--- src/rtl/fifo_width_unpacker.sv ---
// fifo_width_unpacker
//   Width down-converter for the read side of the fifo. It takes one
//   IN_WIDTH word through the fifo's data_out/valid/ack handshake and sends
//   it downstream as RATIO consecutive OUT_WIDTH beats on a valid/ready
//   stream. It holds at most one word. The last beat of each word is flagged
//   with out_last.
//
// Ports
//   clock     : single clock, rising edge
//   rst       : synchronous, active-high reset
//   in_data   : word from the fifo data_out
//   in_valid  : fifo data_out_valid
//   in_ack    : fifo data_out_ack (combinational)
//   out_data  : current beat (muxed from registered state only)
//   out_valid : beat valid
//   out_ready : downstream accepts the beat
//   out_last  : final beat of the current word
//
// Parameter constraints (not checked in hardware): IN_WIDTH must be an
// integer multiple of OUT_WIDTH, and IN_WIDTH/OUT_WIDTH must be >= 2.
//
// States (derived from out_valid)
//   state | meaning
//   EMPTY | no word held; in_ack follows !rst
//   BUSY  | word held; beat beat_cnt is on out_data
module fifo_width_unpacker #(
  parameter int IN_WIDTH  = 32,
  parameter int OUT_WIDTH = 8,
  parameter bit LSB_FIRST = 1'b1
) (
  input  logic                 clock,
  input  logic                 rst,
  input  logic [IN_WIDTH-1:0]  in_data,
  input  logic                 in_valid,
  output logic                 in_ack,
  output logic [OUT_WIDTH-1:0] out_data,
  output logic                 out_valid,
  input  logic                 out_ready,
  output logic                 out_last
);

  // Number of bits needed to hold value; never less than 1.
  function automatic int clogb2(input int value);
    int r;
    r = 0;
    for (int v = value; v > 0; v = v >> 1) r++;
    return (r < 1) ? 1 : r;
  endfunction

  localparam int RATIO     = IN_WIDTH / OUT_WIDTH;
  localparam int CNT_WIDTH = clogb2(RATIO - 1);

  localparam logic [CNT_WIDTH-1:0] LAST_BEAT = CNT_WIDTH'(RATIO - 1);

  logic [IN_WIDTH-1:0]  word_reg;
  logic [CNT_WIDTH-1:0] beat_cnt;
  logic                 at_last;
  logic                 beat_xfer;
  logic                 word_xfer;

  assign at_last   = (beat_cnt == LAST_BEAT);
  assign beat_xfer = out_valid && out_ready;

  // Accept a new word when empty, or in the same cycle the final beat leaves,
  // so back-to-back words stream without a bubble.
  assign in_ack    = !rst && (!out_valid || (out_ready && at_last));
  assign word_xfer = in_valid && in_ack;

  assign out_last  = out_valid && at_last;

  always_ff @(posedge clock) begin
    if (rst) begin
      out_valid <= 1'b0;
      beat_cnt  <= '0;
      word_reg  <= '0;
    end else if (word_xfer) begin
      word_reg  <= in_data;
      beat_cnt  <= '0;
      out_valid <= 1'b1;
    end else if (beat_xfer) begin
      if (at_last) begin
        out_valid <= 1'b0;
        beat_cnt  <= '0;
      end else begin
        beat_cnt  <= beat_cnt + CNT_WIDTH'(1);
      end
    end
  end

  // Slice select driven only by word_reg and beat_cnt; no path from in_data.
  always_comb begin
    out_data = '0;
    for (int i = 0; i < RATIO; i++) begin
      if (beat_cnt == CNT_WIDTH'(i)) begin
        out_data = word_reg[((LSB_FIRST != 1'b0) ? i : (RATIO - 1 - i)) * OUT_WIDTH +: OUT_WIDTH];
      end
    end
  end

endmodule
--- config.mk ---
export PLATFORM = sky130hd
export DESIGN_NAME = fifo_width_unpacker
export DESIGN_NICKNAME = d
export VERILOG_FILES = /design/src/rtl/fifo_width_unpacker.sv
export SDC_FILE = /design/constraint.sdc
export NUM_CORES = 1
export LEC_CHECK = 0
export CAP_MARGIN = 30
export CORE_MARGIN = 5
export CORE_UTILIZATION = 47
export CTS_CLUSTER_SIZE = 14
export DETAILED_ROUTE_END_ITERATION = 6
export PLACE_DENSITY = 0.78
export SLEW_MARGIN = 20
export SYNTH_ARGS = -nofsm -noshare
export SYNTH_HDL_FRONTEND = slang
export SYNTH_SLANG_ARGS = --single-unit
--- constraint.sdc ---
create_clock -name clock -period 1.9 [get_ports clock]
set_input_delay 0.38 -clock clock [delete_from_list [all_inputs] [get_ports clock]]
set_output_delay 0.38 -clock clock [all_outputs]
set_load 0.05 [all_outputs]
==> impl_metrics.prom <==
# TYPE chip_impl_metric gauge
chip_impl_info{name="grt_setup_unrepaired",value="yes"} 1
chip_impl_metric{name="dp.final_hpwl",unit="microns"} 2957
chip_impl_metric{name="final_max_slew_viol_count",unit=""} 0
chip_impl_info{name="tritoncts_clock_tree",value="yes"} 1
chip_impl_metric{name="grt_first_pass_wirelength",unit="microns"} 8093
chip_impl_metric{name="yosysSeqAreaShare",unit="%"} 41.09
chip_impl_info{name="ys_top_cells_by_area",value="dfxtp_1 (41%), mux2_2 (20%), nor2b_1 (15%)"} 1
chip_impl_metric{name="fin_setup_tns",unit="ps"} -1966
chip_impl_metric{name="rows",unit=""} 21
chip_impl_metric{name="globalplace.congestion",unit=""} 0.7871
chip_impl_metric{name="fp.dieW",unit="microns"} 70.24
chip_impl_metric{name="total_area_of_multi_input_combinational_cells",unit="sq um"} 1300
chip_impl_metric{name="timing.final.crit_period",unit="ps"} 2157
chip_impl_metric{name="post_layout_total_power",unit="mW"} 1.745
chip_impl_metric{name="track_usage",unit="%"} 20.59
chip_impl_metric{name="synth-adder-area-share",unit="%"} 2.935
chip_impl_metric{name="routed_wirelength",unit="microns"} 5605
chip_impl_metric{name="critical_path_required",unit="ps"} 1520
chip_impl_metric{name="floorplan.core_area",unit="sq um"} 3416
chip_impl_metric{name="power_density",unit="nW/um^2"} 583.1
chip_impl_metric{name="initial_core_util",unit="%"} 49.93
chip_impl_info{name="setup.worst_path.class",value="flop to output port"} 1
chip_impl_metric{name="first_iter_violations",unit=""} 68
chip_impl_metric{name="min_period_over_period",unit="%"} 113.5
chip_impl_metric{name="grt_overflow",unit=""} 0
chip_impl_metric{name="cts.path.max_buffers",unit=""} 2
chip_impl_metric{name="max-cap-violations",unit=""} 0
chip_impl_metric{name="cts.clk_slew.worst_paths",unit="ps"} 110
chip_impl_info{name="root_buffer",value="clkbuf_4"} 1
chip_impl_metric{name="finalHoldViolCount",unit=""} 0
chip_impl_metric{name="layout-drive-gt1-share",unit="%"} 47.39
chip_impl_info{name="cp-start-kind",value="flop"} 1
chip_impl_metric{name="number_of_global_route_vias_before_repair",unit=""} 1603
chip_impl_metric{name="cp_data_arrival_time",unit="ps"} 1780
chip_impl_metric{name="post_synthesis_area_per_instance",unit="sq um"} 10.40
chip_impl_metric{name="num_vias",unit=""} 1484
chip_impl_metric{name="power.ir.vdd_worst",unit="mV"} 0.4669
chip_impl_metric{name="drt-pass1-iter-count",unit=""} 4
chip_impl_metric{name="largest_reg_flops",unit=""} 32
chip_impl_metric{name="fin_hold_ws",unit="ps"} 618.0
chip_impl_metric{name="post_dp_cell_area",unit="sq um"} 2509
chip_impl_metric{name="number_of_remaining_drc_errors",unit=""} 0
chip_impl_metric{name="die_height",unit="microns"} 70.24
chip_impl_metric{name="cts_hold_repair.buffers",unit=""} 0
chip_impl_metric{name="final-instance-count-excl-fill",unit=""} 276
chip_impl_metric{name="area_delta_synth_final",unit="%"} 75.50
chip_impl_metric{name="filler_cell_count",unit=""} 156
chip_impl_metric{name="synth_xor_area_share",unit="%"} 0
chip_impl_metric{name="worst-r2r-cell-count",unit=""} 8
chip_impl_info{name="failed_checks",value="negative setup slack"} 1
chip_impl_metric{name="synth_top_area_share",unit="%"} 41.09
chip_impl_metric{name="h-tree-depth",unit=""} 2
chip_impl_metric{name="dieArea",unit="sq um"} 4933
chip_impl_metric{name="viasPerCell",unit=""} 5.377
chip_impl_info{name="worstReg2RegEnd",value="word_reg[28]"} 1
chip_impl_metric{name="final_net_count",unit=""} 269
chip_impl_info{name="critPathLaunch",value="beat_cnt[0]"} 1
chip_impl_info{name="critical_path.reg2reg.startpoint",value="beat_cnt[0]"} 1
chip_impl_metric{name="timing.final.setup_violations",unit=""} 10
chip_impl_info{name="cp-endpoint",value="out_data[3]"} 1
chip_impl_metric{name="pin_count",unit=""} 47
chip_impl_metric{name="max_clock_freq",unit="MHz"} 463.5
chip_impl_metric{name="ys_types",unit=""} 23
chip_impl_metric{name="pin_count_of_the_biggest_net_entering_global_routing",unit=""} 19
chip_impl_metric{name="clock-skew-final",unit="ps"} 15.86
chip_impl_metric{name="placement.io_buffers",unit=""} 46
chip_impl_metric{name="dp_slack",unit="ps"} -224.9
chip_impl_metric{name="synthSimpleGateAreaFrac",unit="%"} 20.62
chip_impl_info{name="synth_top_family_by_area",value="multiplexers"} 1
chip_impl_metric{name="finalWorstSetupSlack",unit="ps"} -257.3
chip_impl_metric{name="synth_area",unit="sq um"} 1705
chip_impl_metric{name="area.sequential",unit="sq um"} 705.7
chip_impl_metric{name="cellLeakagePower",unit="nW"} 1.150
chip_impl_info{name="synth_top_area_cell",value="dfxtp_1"} 1
chip_impl_metric{name="final_core_utilization",unit="%"} 87.62
chip_impl_metric{name="yosysWarnings",unit=""} 0
chip_impl_metric{name="tightestPinTransition",unit="ps"} 292.1
chip_impl_metric{name="synth-compound-area-share",unit="%"} 8.877
chip_impl_metric{name="cts_made_buffers",unit=""} 5
chip_impl_metric{name="synth_fp_nets",unit=""} 204
chip_impl_info{name="run_status",value="complete, but fails checks"} 1
chip_impl_metric{name="reg_to_reg_setup_timing_slack",unit="ps"} 0
chip_impl_info{name="worstSetupEndpointType",value="output port"} 1
chip_impl_metric{name="slew_headroom",unit="%"} 80.53
chip_impl_metric{name="routed_wire_length_per_instance",unit="microns"} 20.31
chip_impl_metric{name="clock_sink_count",unit=""} 35
chip_impl_metric{name="post-route-cell-area",unit="sq um"} 2993
chip_impl_metric{name="postRouteAntennaNets",unit=""} 0
chip_impl_metric{name="antenna_cells",unit=""} 0
chip_impl_metric{name="antenna_found_initial",unit=""} 0
chip_impl_metric{name="worst_skew_pair.late_latency",unit="ps"} 330
chip_impl_metric{name="postSynthRegisterBits",unit=""} 35
chip_impl_metric{name="post_synth_mux_area_share",unit="%"} 21.72
chip_impl_info{name="holdCritPathClass",value="flop to flop"} 1
chip_impl_metric{name="dp_cells",unit=""} 263
chip_impl_metric{name="path_max_fanout",unit=""} 4
chip_impl_metric{name="syn-instance-count",unit=""} 164
==> cell type report <==
class	count	share of cell area, %
Clock inverter	1	0.1672
Sequential cell	35	23.58
Tap cell	46	1.923
Inverter	2	0.3344
Clock buffer	7	1.505
Timing Repair Buffer	70	29.06
Multi-Input combinational cell	115	43.44
==> layout by cell type (no fill, tap or decap), types with 3 or more instances in the layout <==
| cell | synthesis | routed |
|---|---|---|
| a221oi_4 | 0 | 8 |
| buf_12 | 0 | 13 |
| buf_4 | 1 | 10 |
| buf_6 | 3 | 7 |
| clkbuf_16 | 0 | 3 |
| clkbuf_4 | 0 | 5 |
| clkdlybuf4s50_1 | 0 | 35 |
| dfxtp_1 | 35 | 33 |
| ha_4 | 0 | 4 |
| mux2_2 | 31 | 31 |
| nand2_1 | 9 | 9 |
| nor2b_1 | 42 | 33 |
| nor2b_4 | 0 | 9 |
| o31ai_4 | 0 | 8 |
==> where the power goes <==
| part | switching [mW] | total (mW) | internal, mW |
|---|---|---|---|
| Clock | 0.241 | 0.386 | 0.144 |
| Combinational | 0.220 | 0.522 | 0.302 |
| Sequential | 0.0526 | 0.837 | 0.785 |
==> layer usage <==
| layer | vias up | global-route usage [%] | wire (microns) |
|---|---|---|---|
| li1 | 701 | - | - |
| met4 | 0 | 5.957 | 127 |
| met1 | 722 | 25.07 | 2315 |
| met2 | 47 | 35.45 | 2942 |
| met3 | 14 | 5.308 | 219 |
| met5 | - | 0 | 0 |
==> cells by family after synthesis <==
| logic type | after synthesis |
|---|---|
| AOI/OAI and AO/OA | 19 |
| muxes | 33 |
| adders and majority gates | 4 |
| DFF | 35 |
| and+or+nand+nor | 59 |
| buffers and inverters | 14 |
==> cells in the mapped netlist <==
library cell,count
buf_2,2
inv_1,2
and2_1,1
nor2b_1,42
nand2_1,9
o31ai_1,8
or3_1,1
mux2_1,1
ha_1,4
a21oi_1,1
nor3_1,1
nor2_1,3
clkbuf_1,6
buf_4,1
dfxtp_1,35
o21ai_0,1
nor3b_1,1
a221oi_1,8
mux2_2,31
nor3b_4,1
buf_6,3
mux2i_1,1
a21boi_2,1
==> how the worst min path moves through the flow <==
stage,from,endpoint,slack (ps),cells past startpoint
floorplan,in_valid,out_valid,500,2
CTS,out_valid,beat_cnt[0],550,2
finish,out_valid,beat_cnt[0],620,2
detailed placement,out_valid,beat_cnt[0],540,2
global placement,out_valid,beat_cnt[0],520,2
global route,in_data[23],word_reg[23],630,2
==> timing repair <==
item,in CTS,in global routing
pin swaps,16,9
resized for setup,57,9
endpoints found under the setup margin,9,41
setup buffers,8,1
gates cloned,0,3
==> critical path, stage by stage, from the launching register on <==
cell	delay [ps]
dfxtp_4	400
inv_4	50
buf_6	120
ha_4	180
buf_6	130
nor2b_4	120
o31ai_4	260
buf_12	170
(Power assumes the default switching activity.)
